--- config.mk ---
export PLATFORM = sky130hd
export DESIGN_NAME = hud_flash_ctrl
export DESIGN_NICKNAME = d
export VERILOG_FILES = /design/src/rtl/hud_flash_ctrl.sv
export SDC_FILE = /design/constraint.sdc
export NUM_CORES = 1
export LEC_CHECK = 0
export ABC_AREA = 1
export CAP_MARGIN = 0
export CORE_MARGIN = 5
export CORE_UTILIZATION = 46
export CTS_CLUSTER_SIZE = 30
export DETAILED_ROUTE_END_ITERATION = 7
export PLACE_DENSITY = 0.72
export SYNTH_ARGS = -nofsm -noshare
export SYNTH_HDL_FRONTEND = slang
export SYNTH_SLANG_ARGS = --single-unit
--- constraint.sdc ---
create_clock -name pixel_clk -period 1.7 [get_ports pixel_clk]
set_input_delay 0.34 -clock pixel_clk [delete_from_list [all_inputs] [get_ports pixel_clk]]
set_output_delay 0.34 -clock pixel_clk [all_outputs]
set_load 0.02 [all_outputs]
--- src/rtl/hud_flash_ctrl.sv ---
// HUD flash controller: latches drum hits and picks one drum at a time,
// round-robin, to flash the overlay blob. Visible state changes only at
// frame_tick, so the blob never tears mid-frame.
module hud_flash_ctrl #(
  parameter int HOLD_FRAMES = 8,
  parameter int X_BASE      = 0,
  parameter int X_STEP      = 256,
  parameter int Y_POS       = 528
) (
  input  logic        pixel_clk,
  input  logic        reset,
  input  logic [3:0]  hit,
  input  logic        frame_tick,
  output logic [10:0] x,
  output logic [9:0]  y,
  output logic        hud_en,
  output logic [1:0]  active_drum,
  output logic [3:0]  pending
);

  typedef enum logic [1:0] {
    IDLE = 2'd0,
    SHOW = 2'd1,
    GAP  = 2'd2
  } state_t;

  localparam logic [7:0] HOLD_RELOAD = 8'(HOLD_FRAMES - 1);
  localparam logic [9:0] Y_VAL       = 10'(Y_POS);

  state_t     state;
  logic [7:0] cnt;
  logic [1:0] last_grant;

  logic       grant_valid;
  logic [1:0] grant_drum;
  logic [1:0] search_idx;
  logic       retrigger;
  logic [3:0] clear_mask;

  // Overlay x for a drum; wraps modulo 2048 like the raster counter does.
  function automatic logic [10:0] drum_x(input logic [1:0] d);
    int v;
    v = X_BASE + int'(d) * X_STEP;
    return 11'(v);
  endfunction

  // Round-robin search starting just after the last granted drum.
  always_comb begin
    grant_valid = 1'b0;
    grant_drum  = last_grant;
    search_idx  = last_grant;
    for (int i = 1; i <= 4; i++) begin
      search_idx = last_grant + 2'(i);
      if (!grant_valid && pending[search_idx]) begin
        grant_valid = 1'b1;
        grant_drum  = search_idx;
      end
    end
  end

  // Pending bits consumed this cycle by a grant or a retrigger.
  always_comb begin
    clear_mask = 4'b0000;
    retrigger  = (state == SHOW) && pending[active_drum];
    if (frame_tick) begin
      if (state == SHOW) begin
        if (retrigger) clear_mask[active_drum] = 1'b1;
      end else if (grant_valid) begin
        clear_mask[grant_drum] = 1'b1;
      end
    end
  end

  // Hit latching, frame-aligned FSM and registered overlay outputs.
  always_ff @(posedge pixel_clk) begin
    if (reset) begin
      state       <= IDLE;
      cnt         <= 8'd0;
      last_grant  <= 2'd3;
      pending     <= 4'b0000;
      x           <= 11'd0;
      y           <= 10'd0;
      hud_en      <= 1'b0;
      active_drum <= 2'd0;
    end else begin
      // A new hit beats a same-cycle clear so no hit is ever lost.
      pending <= (pending & ~clear_mask) | hit;
      if (frame_tick) begin
        case (state)
          IDLE, GAP: begin
            if (grant_valid) begin
              state       <= SHOW;
              last_grant  <= grant_drum;
              active_drum <= grant_drum;
              x           <= drum_x(grant_drum);
              y           <= Y_VAL;
              hud_en      <= 1'b1;
              cnt         <= HOLD_RELOAD;
            end else begin
              state  <= IDLE;
              hud_en <= 1'b0;
            end
          end
          SHOW: begin
            if (retrigger) begin
              cnt <= HOLD_RELOAD;
            end else if (cnt == 8'd0) begin
              state  <= GAP;
              hud_en <= 1'b0;
            end else begin
              cnt <= cnt - 8'd1;
            end
          end
          default: begin
            state  <= IDLE;
            hud_en <= 1'b0;
          end
        endcase
      end
    end
  end

endmodule

==> impl_results.rst, run 1 <==
.. list-table::
   :header-rows: 1

   * - Metric
     - Value
   * - Synthesized cell area
     - about 1600 sq um
   * - DPL Wire Length
     - ~3000 microns
   * - Initial antenna violation count
     - 0
   * - Sinks on Clock Net
     - 20
   * - Wire length per cell
     - 11.4 microns
   * - Aggregate global-route resource usage
     - 16.0%
   * - Util after Layout
     - 63.8%
   * - # DRC
     - 0
   * - Final GP Congestion
     - slightly below 0.9
   * - Max Fanout on Critical Path
     - 9
   * - Violations in the final reports
     - negative setup slack
   * - Instance area after placement
     - ~2000 sq um
   * - Routed via count divided by cell count
     - around 4.7
   * - CTS tree
     - done
   * - Share of the clock period used by the worst path
     - 101%
   * - End of the worst register-to-register path
     - cnt[2]
   * - Number of placement rows
     - 21
   * - CTS H-Tree Depth
     - 1
   * - Number of endpoints failing setup at the final stage
     - 3
   * - DRT Pass-1 Iters
     - 5
   * - Number of vias after detailed routing
     - around 1600
   * - Leakage component of the power
     - between 1 and 1.5 nW
   * - Setup Crit Path Kind
     - flop to flop
   * - Total wire length
     - 3840 microns
   * - Main flop type after synthesis
     - dfxtp_1
   * - Outcome
     - finished, violations left
   * - Setup slack on the worst flop-to-flop path
     - -20 ps
   * - Avg Inst Size Synth
     - about 6.7 sq um
   * - Vertical die dimension
     - around 69 microns
   * - Post-layout instance area
     - approximately 2100 sq um
   * - Kind of end point of the critical path
     - flop
   * - Worst clock skew
     - approximately 1.3 ps
   * - Ys Warns
     - 0
   * - Pwr/cell area
     - approximately 2000 nW/um^2
   * - Required time of the critical path
     - 1910 ps
   * - FF-to-FF Start
     - last_grant[0]
   * - Antenna cells
     - 0
   * - Clk Latency, worst-skew pair
     - approximately 300 ps
   * - Number of cells on the worst reg-to-reg path
     - 13
   * - Fraction of final layout cells with drive strength greater than 1
     - between 30% and 40%
   * - CORE AREA
     - between 3000 and 4000 sq um
   * - Clock Pin Slew Worst Setup and Hold Paths
     - about 120 ps
   * - Ranking of synthesized cells by area
     - dfxtp_1 (25%), nand2_1 (16%), buf_4 (9.3%)
   * - Library cell with the largest summed area after synthesis
     - dfxtp_1
   * - Overall overflow remaining after global route
     - 0
   * - Min-Delay Startpoint
     - hud_en
   * - Setup repair after global routing missed its margin
     - yes
   * - Layout Nets
     - 300
   * - Fin Setup TNS
     - -18.5 ps
   * - Global-route wire length before repair
     - roughly 6500 microns
   * - Count of routing violations after the opening detailed-route iteration
     - between 100 and 150
   * - Sequential cell area fraction in the yosys report
     - 24.8%
   * - Amount of wire on met2 after detailed routing
     - about 2100 microns
   * - Post-DRT Antenna Nets
     - 0
   * - Category of the worst setup path launch point
     - flop
   * - Vias in the first global route
     - between 1000 and 1500
   * - Area enclosed by the die boundary
     - roughly 4800 sq um
   * - Synthesis-to-finish area growth
     - 33.2%
   * - Wire length on met3
     - around 84 microns
   * - Highest metal layer with signal wires
     - met4
   * - Die width
     - 69.2 microns
   * - Worst vdd ir
     - roughly 960 uV
   * - EDFF count, synth
     - 0
   * - Worst-case setup margin in the final layout
     - -16.6 ps
   * - Peak clock frequency supported by timing
     - 0.583 GHz
   * - Number of buffers inserted during clock tree synthesis
     - 3
   * - Maximum number of pins on one net before global-route repair
     - 12
   * - Clock period minus final worst setup slack
     - 1720 ps
   * - Number of buffers between clock root and the deepest sink
     - 2
   * - Number of top-level pins
     - 35
   * - Starting Density
     - 47.9%
   * - Critical path startpoint
     - last_grant[0]
   * - Number of pins exceeding their max-slew limit in the final report
     - 0
   * - Number of maximum-capacitance constraint violations
     - 0
   * - Unique cell type count in the Yosys netlist
     - 36
   * - Arrival time reported for the critical path endpoint
     - 1930 ps
   * - I/O Buffers
     - 17
   * - CP Capture Point
     - cnt[2]
   * - Root cell of the clock tree
     - clkbuf_4
   * - Fraction of synthesis flops using an asynchronous set or reset pin
     - 0%
   * - Hold Fails Final Rpt
     - 0
   * - Yosys top cell area share
     - between 20% and 30%
   * - Worst Hold Class
     - flop to flop
   * - FF+latch count, synth
     - 20
   * - Routed met1 length
     - approximately 1600 microns
   * - Instance count of the mapped netlist
     - 240
==> layout by cell type (no fill, tap or decap), types with 2 or more instances in the layout <==
cell / Yosys / final
nand2_1: 69 / 62
xor2_1: 5 / 5
dfxtp_2: 0 / 3
dlygate4sd2_1: 0 / 5
nand2_4: 4 / 6
nand3_1: 12 / 10
buf_4: 20 / 34
clkdlybuf4s50_1: 0 / 11
nand4_1: 4 / 4
a21oi_2: 5 / 7
inv_2: 6 / 6
ha_1: 2 / 2
o21ai_2: 1 / 2
inv_4: 1 / 2
clkbuf_4: 0 / 3
nor2_4: 0 / 2
nand2_8: 1 / 2
dfxtp_1: 20 / 16
inv_1: 16 / 15
nand2_2: 14 / 18
o211ai_1: 2 / 2
nor3_1: 5 / 5
a21oi_1: 12 / 10
nor2_2: 1 / 2
nand3_2: 2 / 3
o21ai_1: 2 / 3
nor2_1: 19 / 16
conb_1: 1 / 17
==> cell families after synthesis <==
family,after synthesis,synth area share (%)
simple gates,135,41.3
buf+inv,46,16.5
compound gates,31,12.9
flops,20,24.8
xor+xnor,5,2.72
fa+ha+maj,2,1.55
other cells,1,0.233
==> worst min-delay path by stage <==
stage,to,cells after the start
2_1_floorplan,active_drum[1],1
3_3_place_gp,hud_en,2
3_5_place_dp,hud_en,2
4_1_cts,hud_en,2
5_1_grt,hud_en,2
6_report,hud_en,2
==> metrics by stage <==
stage / hold WS, ps / total power [W] / instances / setup slack (ps)
final: 472 / 0.00432 / 336 / -16.6
after global routing: 502 / 0.00470 / 336 / -131
after CTS: 477 / 0.00406 / 335 / -3.98
after detailed placement: 459 / 0.00364 / 330 / -44.9
after global placement: 470 / 0.00363 / 330 / -17.1
after floorplan: 409 / 0.00270 / 256 / 18.1
==> final cells by class <==
cell class,count,area [sq um]
Multi-Input combinational cell,190,1100
Sequential cell,20,408
Inverter,24,103
Clock buffer,4,36.3
Timing Repair Buffer,52,442
Tap cell,46,57.6
Fill cell,336,1220
==> sequential cells by signal, summed over array words and instances (netlist names) <==
signal / count
last_grant: 2
y: 1
cnt: 8
state: 2
hud_en: 1
active_drum: 2
pending: 4
==> cells in the mapped netlist (2+ instances only) <==
cell type	number
nor3_2	2
ha_1	2
nand2_4	4
nand3_1	12
o21ai_0	3
nand3_2	2
nand2_1	69
inv_1	16
inv_2	6
buf_4	20
nand4_1	4
a21oi_1	12
xor2_1	5
nor3_1	5
a21oi_2	5
nand2_2	14
o211ai_1	2
dfxtp_1	20
o21ai_1	2
nor2_1	19
==> power by group <==
group          switching, W  leakage (nW)  total (W)  internal, W
Clock              0.000153        0.0210   0.000284     0.000131
Sequential         0.000125         0.166   0.000735     0.000610
Combinational       0.00189         0.867    0.00330      0.00140
==> critical path, cell delays in order, from the launching register on <==
cell and delay [ps]:
dfxtp_2 360, buf_12 130, inv_8 50, nand2_2 60, nand2_2 80, nand2_4 100, nand2_8 90, nor2_8 110
nand2_4 60, o21ai_4 150, nand2_4 120, o311ai_1 110, buf_4 170, a21oi_2 40
==> metal layers <==
| layer | vias up | global-route usage, % |
|---|---|---|
| met5 | - | 0 |
| met4 | 0 | 5.64 |
| met3 | 6 | 3.04 |
| met2 | 24 | 29.1 |
| met1 | 726 | 18.5 |
| li1 | 835 | - |
==> what timing repair did <==
item / in CTS / in global routing
hold endpoints to repair: 0 / 0
endpoints found under the setup margin: 14 / 22
pin swaps: 4 / 6
hold buffers: 0 / 0
gates resized for setup: 12 / 26
setup buffers: 1 / 1
No activity file was read; power rests on OpenSTA's default activity.
==> run 2, diff against run 1 <==
--- a/config.mk
+++ b/config.mk
@@ -8,10 +8,10 @@
 export ABC_AREA = 1
 export CAP_MARGIN = 0
 export CORE_MARGIN = 5
-export CORE_UTILIZATION = 46
+export CORE_UTILIZATION = 50
 export CTS_CLUSTER_SIZE = 30
 export DETAILED_ROUTE_END_ITERATION = 7
-export PLACE_DENSITY = 0.72
+export PLACE_DENSITY = 0.75
 export SYNTH_ARGS = -nofsm -noshare
 export SYNTH_HDL_FRONTEND = slang
 export SYNTH_SLANG_ARGS = --single-unit
==> constraint.sdc (replaced) <==
create_clock -name pixel_clk -period 2 [get_ports pixel_clk]
set_input_delay 0.4 -clock pixel_clk [delete_from_list [all_inputs] [get_ports pixel_clk]]
set_output_delay 0.4 -clock pixel_clk [all_outputs]
set_load 0.02 [all_outputs]
==> run 2 against run 1 <==
Count of clock-buffer cells in the layout is 1 lower. Largest cell class unchanged. First-iteration DRC count is 24% lower. Combinational power is 37% lower. Non-clock buffer count is 31 lower. Final area is 15% lower. Sequential share of layout area is 3.1 points higher. Clock power is 18% higher. The flow now finishes without violations. Sequential power is 15% lower. Cell count is 9.8% lower. Hold slack better by 2.0 ps. Largest power group unchanged.
==> impl_results.rst, run 2 (synthesis gave the netlist of run 1 again) <==
.. list-table::
   :header-rows: 1

   * - Metric
     - Value
   * - CTS tree
     - done (unchanged)
   * - Number of buffers between clock root and the deepest sink
     - 2 (unchanged)
   * - Buffering stage count on the worst path with inverters included
     - 1 (was 3)
   * - Min-Delay Startpoint
     - hud_en (unchanged)
   * - Number of vias after detailed routing
     - 1451 (was 1591)
   * - Setup Crit Path Kind
     - flop to primary output (was flop to flop)
   * - Total wire length
     - 3410 microns (was 3840 microns)
   * - Synthesis-to-finish area growth
     - 12.7% (was 33.2%)
   * - Internal power contribution
     - 0.00146 W (was 0.00214 W)
   * - Share of the clock period used by the worst path
     - between 90% and 100%
   * - Number of cells on the worst reg-to-reg path
     - 10 (was 13)
   * - Kind of end point of the critical path
     - primary output (was flop)
   * - Outcome
     - complete, no violations (was finished, violations left)
   * - Setup slack on the worst flop-to-flop path
     - 200 ps (was -20 ps)
   * - Root cell of the clock tree
     - clkbuf_4 (unchanged)
   * - Final GP Congestion
     - 0.906 (was 0.873)
   * - Leakage component of the power
     - 0.856 nW (was 1.05 nW)
   * - Fraction of power consumed by the clock network
     - 11.0% (was 6.6%)
   * - Worst vdd ir
     - 772 uV (was 959 uV)
   * - Layout Nets
     - 269 (was 300)
   * - Max FFs per register
     - 8 (unchanged)
   * - Switching share of power
     - 51.8% (was 50.3%)
   * - Post-layout instance area
     - 1820 sq um (was 2150 sq um)
   * - Kind of cell adding the most delay to the critical path
     - buffers and inverters (was simple AND/OR/NAND/NOR gates)
   * - DPL Wire Length
     - 2760 microns (was 2980 microns)
   * - Wire length per cell
     - 11.3 microns (was 11.4 microns)
   * - Count of routing violations after the opening detailed-route iteration
     - 84 (was 110)
   * - Final hold slack
     - 474 ps (was 472 ps)
   * - Initial antenna violation count
     - 0 (unchanged)
   * - Cts hold-fix bufs
     - 0 (unchanged)
   * - Most used cells in the layout excluding fill and tap cells
     - nand2_1 (69), nor2_1 (19), dfxtp_1 (19), conb_1 (17), clkdlybuf4s50_1 (17) (was nand2_1 (62), buf_4 (34), nand2_2 (18), conb_1 (17))
   * - Vias in the first global route
     - 1407 (was 1496)
   * - Post-DRT Antenna Nets
     - 0 (unchanged)
   * - Fillers
     - 315 (was 336)
   * - Clock Pin Slew Worst Setup and Hold Paths
     - 120 ps (about the same)
   * - Area enclosed by the die boundary
     - 4460 sq um (was 4790 sq um)
   * - Worst Hold Class
     - flop to flop (unchanged)
   * - Worst clock skew
     - 4.82 ps (was 1.28 ps)
   * - Proportion of power drawn by combinational gates
     - 68.4% (was 76.4%)
   * - CORE AREA
     - 3080 sq um (was 3360 sq um)
   * - Number of pins exceeding their max-slew limit in the final report
     - 0 (unchanged)
   * - Largest registers
     - cnt: 8 flops, pending: 4 flops (unchanged)
   * - Category of the worst setup path launch point
     - flop (unchanged)
   * - Number of top-level pins
     - 35 (unchanged)
   * - # DRC
     - 0 (unchanged)
   * - End of the worst register-to-register path
     - cnt[7] (was cnt[2])
   * - CTS H-Tree Depth
     - 1 (unchanged)
   * - Cell with the largest stage delay on the worst path
     - clkdlybuf4s50_1 (was dfxtp_2)
   * - Aggregate global-route resource usage
     - 16.8% (was 16.0%)
   * - Hold Fails Final Rpt
     - 0 (unchanged)
   * - Peak clock frequency supported by timing
     - between 0.5 and 0.6 GHz
   * - Pwr/cell area
     - 1670 nW/um^2 (was 2010 nW/um^2)
   * - I/O Buffers
     - 17 (unchanged)
   * - Seq pwr share
     - 20.6% (was 17.0%)
   * - FF-to-FF Start
     - last_grant[0] (unchanged)
   * - Number of maximum-capacitance constraint violations
     - 0 (unchanged)
   * - Fin Setup TNS
     - 0 ps (was -18.5 ps)
   * - Endpoint of the worst hold path
     - hud_en (unchanged)
   * - Maximum number of pins on one net before global-route repair
     - 13 (was 12)
   * - Most common cell after layout, fill and taps aside
     - nand2_1 (unchanged)
   * - Clock period minus final worst setup slack
     - ~1800 ps
   * - Arrival time reported for the critical path endpoint
     - 1410 ps (was 1930 ps)
   * - Clk Latency, worst-skew pair
     - 310 ps (was 300 ps)
   * - Number of placement rows
     - 20 (was 21)
   * - Antenna cells
     - 0 (unchanged)
   * - DRT Pass-1 Iters
     - 4 (was 5)
   * - Routed via count divided by cell count
     - 4.79 (was 4.74)
   * - Number of endpoints failing setup at the final stage
     - 0 (was 3)
   * - Number of buffers inserted during clock tree synthesis
     - 3 (unchanged)
   * - Most flops, register
     - cnt (unchanged)
   * - Overall overflow remaining after global route
     - 0 (unchanged)
   * - Worst path cell trace
     - clkdlybuf4s50_1 (was buf_12, inv_8, nand2_2, nand2_2, nand2_4, nand2_8, nor2_8, nand2_4, o21ai_4, nand2_4, o311ai_1, buf_4, a21oi_2)
   * - Global-route wire length before repair
     - 5830 microns (was 6450 microns)
   * - Required time of the critical path
     - 1600 ps (was 1910 ps)
   * - Setup repair after global routing missed its margin
     - no (was yes)
   * - Fraction of final layout cells with drive strength greater than 1
     - 18.9% (was 34.1%)
   * - Vertical die dimension
     - 66.8 microns (was 69.2 microns)
   * - P_sw
     - 0.00157 W (was 0.00217 W)
   * - Sinks on Clock Net
     - 20 (unchanged)
   * - Delay contributed by the slowest stage of the critical path
     - 650 ps (was 360 ps)
   * - Starting Density
     - 52.4% (was 47.9%)
   * - Instance area after placement
     - 1760 sq um (was 2000 sq um)
   * - Hold Path Depth
     - 2 (unchanged)
   * - Max Fanout on Critical Path
     - 7 (was 9)
   * - Die width
     - 66.8 microns (was 69.2 microns)
run 2: how the worst max path moves through the flow:
| stage | start | endpoint | depth (start not counted) |
|---|---|---|---|
| 6_report | active_drum[1] | active_drum[1] | 1 |
| 5_1_grt | last_grant[1] | pending[2] | 15 |
| 4_1_cts | active_drum[0] | cnt[7] | 10 |
| 3_5_place_dp | active_drum[0] | cnt[7] | 10 |
| 3_3_place_gp | active_drum[0] | cnt[7] | 10 |
| 2_1_floorplan | active_drum[0] | cnt[7] | 10 |
run 2: per-stage QoR:
step / utilization [%] / power, W / instances / worst slack, ps
global route: 59.0 / 0.00333 / 303 / 8.67
finish: 59.0 / 0.00303 / 303 / 190
floorplan: - / 0.00229 / 256 / 278
global placement: 57.2 / 0.00268 / 299 / 205
detailed placement: 57.2 / 0.00270 / 299 / 188
CTS: 58.9 / 0.00304 / 303 / 152
run 2: repair_timing:
action | CTS | global route
setup endpoints to repair | 0 | 4
setup buffers | 0 | 0
resized for setup | 0 | 1
run 2: layout make-up:
cell class	instances	area [sq um]	area share (%)
Tap cell	44	55.1	3.03
Inverter	24	100	5.51
Sequential cell	20	402	22.1
Multi-Input combinational cell	190	1010	55.4
Timing Repair Buffer	21	200	11.0
Clock inverter	1	30.0	1.65
Clock buffer	3	22.5	1.24
run 2: power by group through the flow:
stage | clock network (W) | logic (W) | registers (W)
3_3_place_gp | 0 | 0.00206 | 0.000626
4_1_cts | 0.000341 | 0.00208 | 0.000620
5_1_grt | 0.000362 | 0.00233 | 0.000643
2_1_floorplan | 0 | 0.00163 | 0.000660
6_report | 0.000334 | 0.00207 | 0.000623
3_5_place_dp | 0 | 0.00207 | 0.000629
run 2: per-layer routing:
metal,track usage (%),share of wire [%]
met4,6.35,1.3
met5,0,0
met2,30.6,53
met3,2.02,3.8
met1,19.9,42
run 2: worst min-delay path, delay by kind of cell, from the launching register on:
family	cells	cell delay, ps
flops	1	330
simple gates	1	60
compound gates	1	60
==> run 3, diff against run 2 <==
--- a/config.mk
+++ b/config.mk
@@ -7,7 +7,6 @@
 export LEC_CHECK = 0
 export ABC_AREA = 1
 export CAP_MARGIN = 0
-export CORE_MARGIN = 5
 export CORE_UTILIZATION = 50
 export CTS_CLUSTER_SIZE = 30
 export DETAILED_ROUTE_END_ITERATION = 7
==> constraint.sdc (replaced) <==
create_clock -name pixel_clk -period 1.85 [get_ports pixel_clk]
set_input_delay 0.37 -clock pixel_clk [delete_from_list [all_inputs] [get_ports pixel_clk]]
set_output_delay 0.37 -clock pixel_clk [all_outputs]
set_load 0.02 [all_outputs]
==> run 3 against run 2 <==
Sequential power rose by 11%. Non-clock buffer count rose by 2. Via count rose by 1.7%. Cell count rose by 0.66%. Sequential share of layout area fell by 0.41 points. Clock power rose by 6.3%. Utilization rose by 2.4 points. Die area fell by 23%. Total power rose by 13%. Worst setup slack got worse by 130 ps. Critical path type unchanged. Largest power group unchanged. Highest routed layer unchanged.
==> impl_results.rst, run 3 (synthesis gave the netlist of run 1 again) <==
.. list-table::
   :header-rows: 1

   * - Metric
     - Value
   * - I/O Buffers
     - 17 (unchanged)
   * - Area of combinational cells with multiple inputs
     - 1040 sq um (was 1010 sq um)
   * - Buffering stage count on the worst path with inverters included
     - 1 (unchanged)
   * - CORE AREA
     - 3050 sq um (was 3080 sq um)
   * - Max FFs per register
     - 8 (unchanged)
   * - Most common cell after layout, fill and taps aside
     - nand2_1 (unchanged)
   * - Required time of the critical path
     - 1480 ps (was 1600 ps)
   * - Worst-case setup margin in the final layout
     - 57.1 ps (was 190 ps)
   * - Number of maximum-capacitance constraint violations
     - 0 (unchanged)
   * - Global-route wire length before repair
     - 5230 microns (was 5830 microns)
   * - Number of buffers inserted during clock tree synthesis
     - 3 (unchanged)
   * - Area enclosed by the die boundary
     - 3450 sq um (was 4460 sq um)
   * - Cts hold-fix bufs
     - 0 (unchanged)
   * - Leakage component of the power
     - 0.876 nW (was 0.856 nW)
   * - Worst Hold Class
     - flop to flop (unchanged)
   * - Number of endpoints failing setup at the final stage
     - 0 (unchanged)
   * - Number of pins exceeding their max-slew limit in the final report
     - 0 (unchanged)
   * - Clk Latency, worst-skew pair
     - 310 ps (about the same)
   * - Overall overflow remaining after global route
     - 0 (unchanged)
   * - Fin Setup TNS
     - 0 ps (unchanged)
   * - DRT Pass-1 Iters
     - 4 (unchanged)
   * - Sinks on Clock Net
     - 20 (unchanged)
   * - Instance area after placement
     - 1770 sq um (was 1760 sq um)
   * - Maximum number of pins on one net before global-route repair
     - 13 (unchanged)
   * - Fraction of final layout cells with drive strength greater than 1
     - 21.1% (was 18.9%)
   * - Outcome
     - complete, no violations (unchanged)
   * - Most flops, register
     - cnt (unchanged)
   * - Post-layout instance area
     - 1870 sq um (was 1820 sq um)
   * - Total wire length
     - 3400 microns (was 3410 microns)
   * - Antenna cells
     - 0 (unchanged)
   * - Vertical die dimension
     - 58.8 microns (was 66.8 microns)
   * - Routed via count divided by cell count
     - 4.84 (was 4.79)
   * - Peak clock frequency supported by timing
     - ~0.56 GHz
   * - Arrival time reported for the critical path endpoint
     - 1420 ps (was 1410 ps)
   * - Count of routing violations after the opening detailed-route iteration
     - 39 (was 84)
   * - Final standard cell count with taps included and fillers excluded
     - 305 (was 303)
   * - Cell with the largest stage delay on the worst path
     - clkdlybuf4s50_1 (unchanged)
   * - Root cell of the clock tree
     - clkbuf_4 (unchanged)
   * - Final GP Congestion
     - 0.875 (was 0.906)
   * - Worst path cell trace
     - clkdlybuf4s50_1 (unchanged)
   * - Synthesis-to-finish area growth
     - 16.2% (was 12.7%)
   * - Clock Pin Slew Worst Setup and Hold Paths
     - 120 ps (about the same)
   * - Post-DRT Antenna Nets
     - 0 (unchanged)
   * - Kind of end point of the critical path
     - primary output (unchanged)
   * - Pwr/cell area
     - 1830 nW/um^2 (was 1670 nW/um^2)
   * - Number of buffers between clock root and the deepest sink
     - 2 (unchanged)
   * - Most used cells in the layout excluding fill and tap cells
     - nand2_1 (68), nor2_1 (18), conb_1 (17), dfxtp_1 (17), clkdlybuf4s50_1 (17) (was nand2_1 (69), nor2_1 (19), dfxtp_1 (19), conb_1 (17), clkdlybuf4s50_1 (17))
   * - Number of top-level pins
     - 35 (unchanged)
   * - # DRC
     - 0 (unchanged)
   * - Sequential cell area
     - 407 sq um (was 402 sq um)
   * - CTS resizes
     - 0 (unchanged)
   * - Critical path startpoint
     - pending[1] (was active_drum[1])
   * - # placed instances
     - 300 (was 299)
   * - Worst vdd ir
     - 934 uV (was 772 uV)
   * - Share of the clock period used by the worst path
     - between 90% and 100%
   * - Max Fanout on Critical Path
     - 5 (was 7)
   * - Initial antenna violation count
     - 0 (unchanged)
   * - Kind of cell adding the most delay to the critical path
     - buffers and inverters (unchanged)
   * - Largest registers
     - cnt: 8 flops, pending: 4 flops (unchanged)
   * - Min-Delay Startpoint
     - hud_en (unchanged)
   * - Util after Layout
     - 61.4% (was 59.0%)
   * - Setup Crit Path Kind
     - flop to primary output (unchanged)
   * - Layout Nets
     - 271 (was 269)
   * - Category of the worst setup path launch point
     - flop (unchanged)
   * - Clock period minus final worst setup slack
     - between 1500 and 2000 ps
   * - CTS H-Tree Depth
     - 1 (unchanged)
   * - Aggregate global-route resource usage
     - 19.9% (was 16.8%)
   * - CTS tree
     - done (unchanged)
   * - Setup fix buffers added after clock tree synthesis
     - 0 (unchanged)
   * - Number of vias after detailed routing
     - 1476 (was 1451)
   * - Delay contributed by the slowest stage of the critical path
     - 650 ps (about the same)
   * - FF-to-FF Start
     - last_grant[0] (unchanged)
   * - Fillers
     - 313 (was 315)
   * - Starting Density
     - 52.8% (was 52.4%)
   * - DPL Wire Length
     - 2590 microns (was 2760 microns)
   * - Wire length per cell
     - 11.2 microns (was 11.3 microns)
   * - Number of placement rows
     - 20 (unchanged)
   * - Vias in the first global route
     - 1264 (was 1407)
   * - Die width
     - 58.8 microns (was 66.8 microns)
   * - Hold Fails Final Rpt
     - 0 (unchanged)
   * - Pre-CTS WS
     - 80.9 ps (was 188 ps)
   * - Worst clock skew
     - 11.9 ps (was 4.82 ps)
[run 3: cell count changes in the layout (fill, tap and decap cells not counted), sizes merged]
cell,previous run,this run
buf,4,6
[run 3: power breakdown]
group	switching, W	total [W]	leakage [nW]	internal (W)
sequential	0.000132	0.000690	0.165	0.000558
clock	0.000136	0.000355	0.0279	0.000219
combinational	0.00151	0.00238	0.683	0.000872
[run 3: path summary, 6_finish.rpt]
path / depth (start not counted) / endpoint / slack, ps
worst max-delay path: 1 / pending[1] / 60
worst min-delay path: 2 / hud_en / 470
worst max register to register: 13 / cnt[7] / 130
worst min register to register: 2 / hud_en / 470
[run 3: area by class of cell]
| class | instances | share of cell area (%) |
|---|---|---|
| inverter | 24 | 5.61 |
| timing repair buffer | 23 | 11.6 |
| tap | 44 | 2.94 |
| sequential | 20 | 21.7 |
| multi-input combinational | 190 | 55.4 |
| clock inverter | 1 | 1.60 |
| clock buffer | 3 | 1.20 |
[run 3: metrics by stage]
| stage | hold WS [ps] | power [W] |
|---|---|---|
| finish | 474 | 0.00343 |
| global route | 523 | 0.00372 |
| CTS | 475 | 0.00329 |
| detailed placement | 457 | 0.00293 |
| global placement | 452 | 0.00291 |
| floorplan | 439 | 0.00248 |
[run 3: per-layer routing]
| metal | vias to the layer above | wire [microns] | track usage, % |
|---|---|---|---|
| li1 | 775 | - | - |
| met1 | 660 | 1500 | 23.3 |
| met2 | 36 | 1740 | 36.0 |
| met3 | 5 | 114 | 1.98 |
| met4 | 0 | 47 | 9.18 |
| met5 | - | 0 | 0 |
[run 3: worst reg2reg max path: cells and delay by family, from the launching register on]
family | cells | cell delay (ps)
DFF | 1 | 340
buffers and inverters | 3 | 260
AOI/OAI and AO/OA | 2 | 170
and+or+nand+nor | 8 | 890
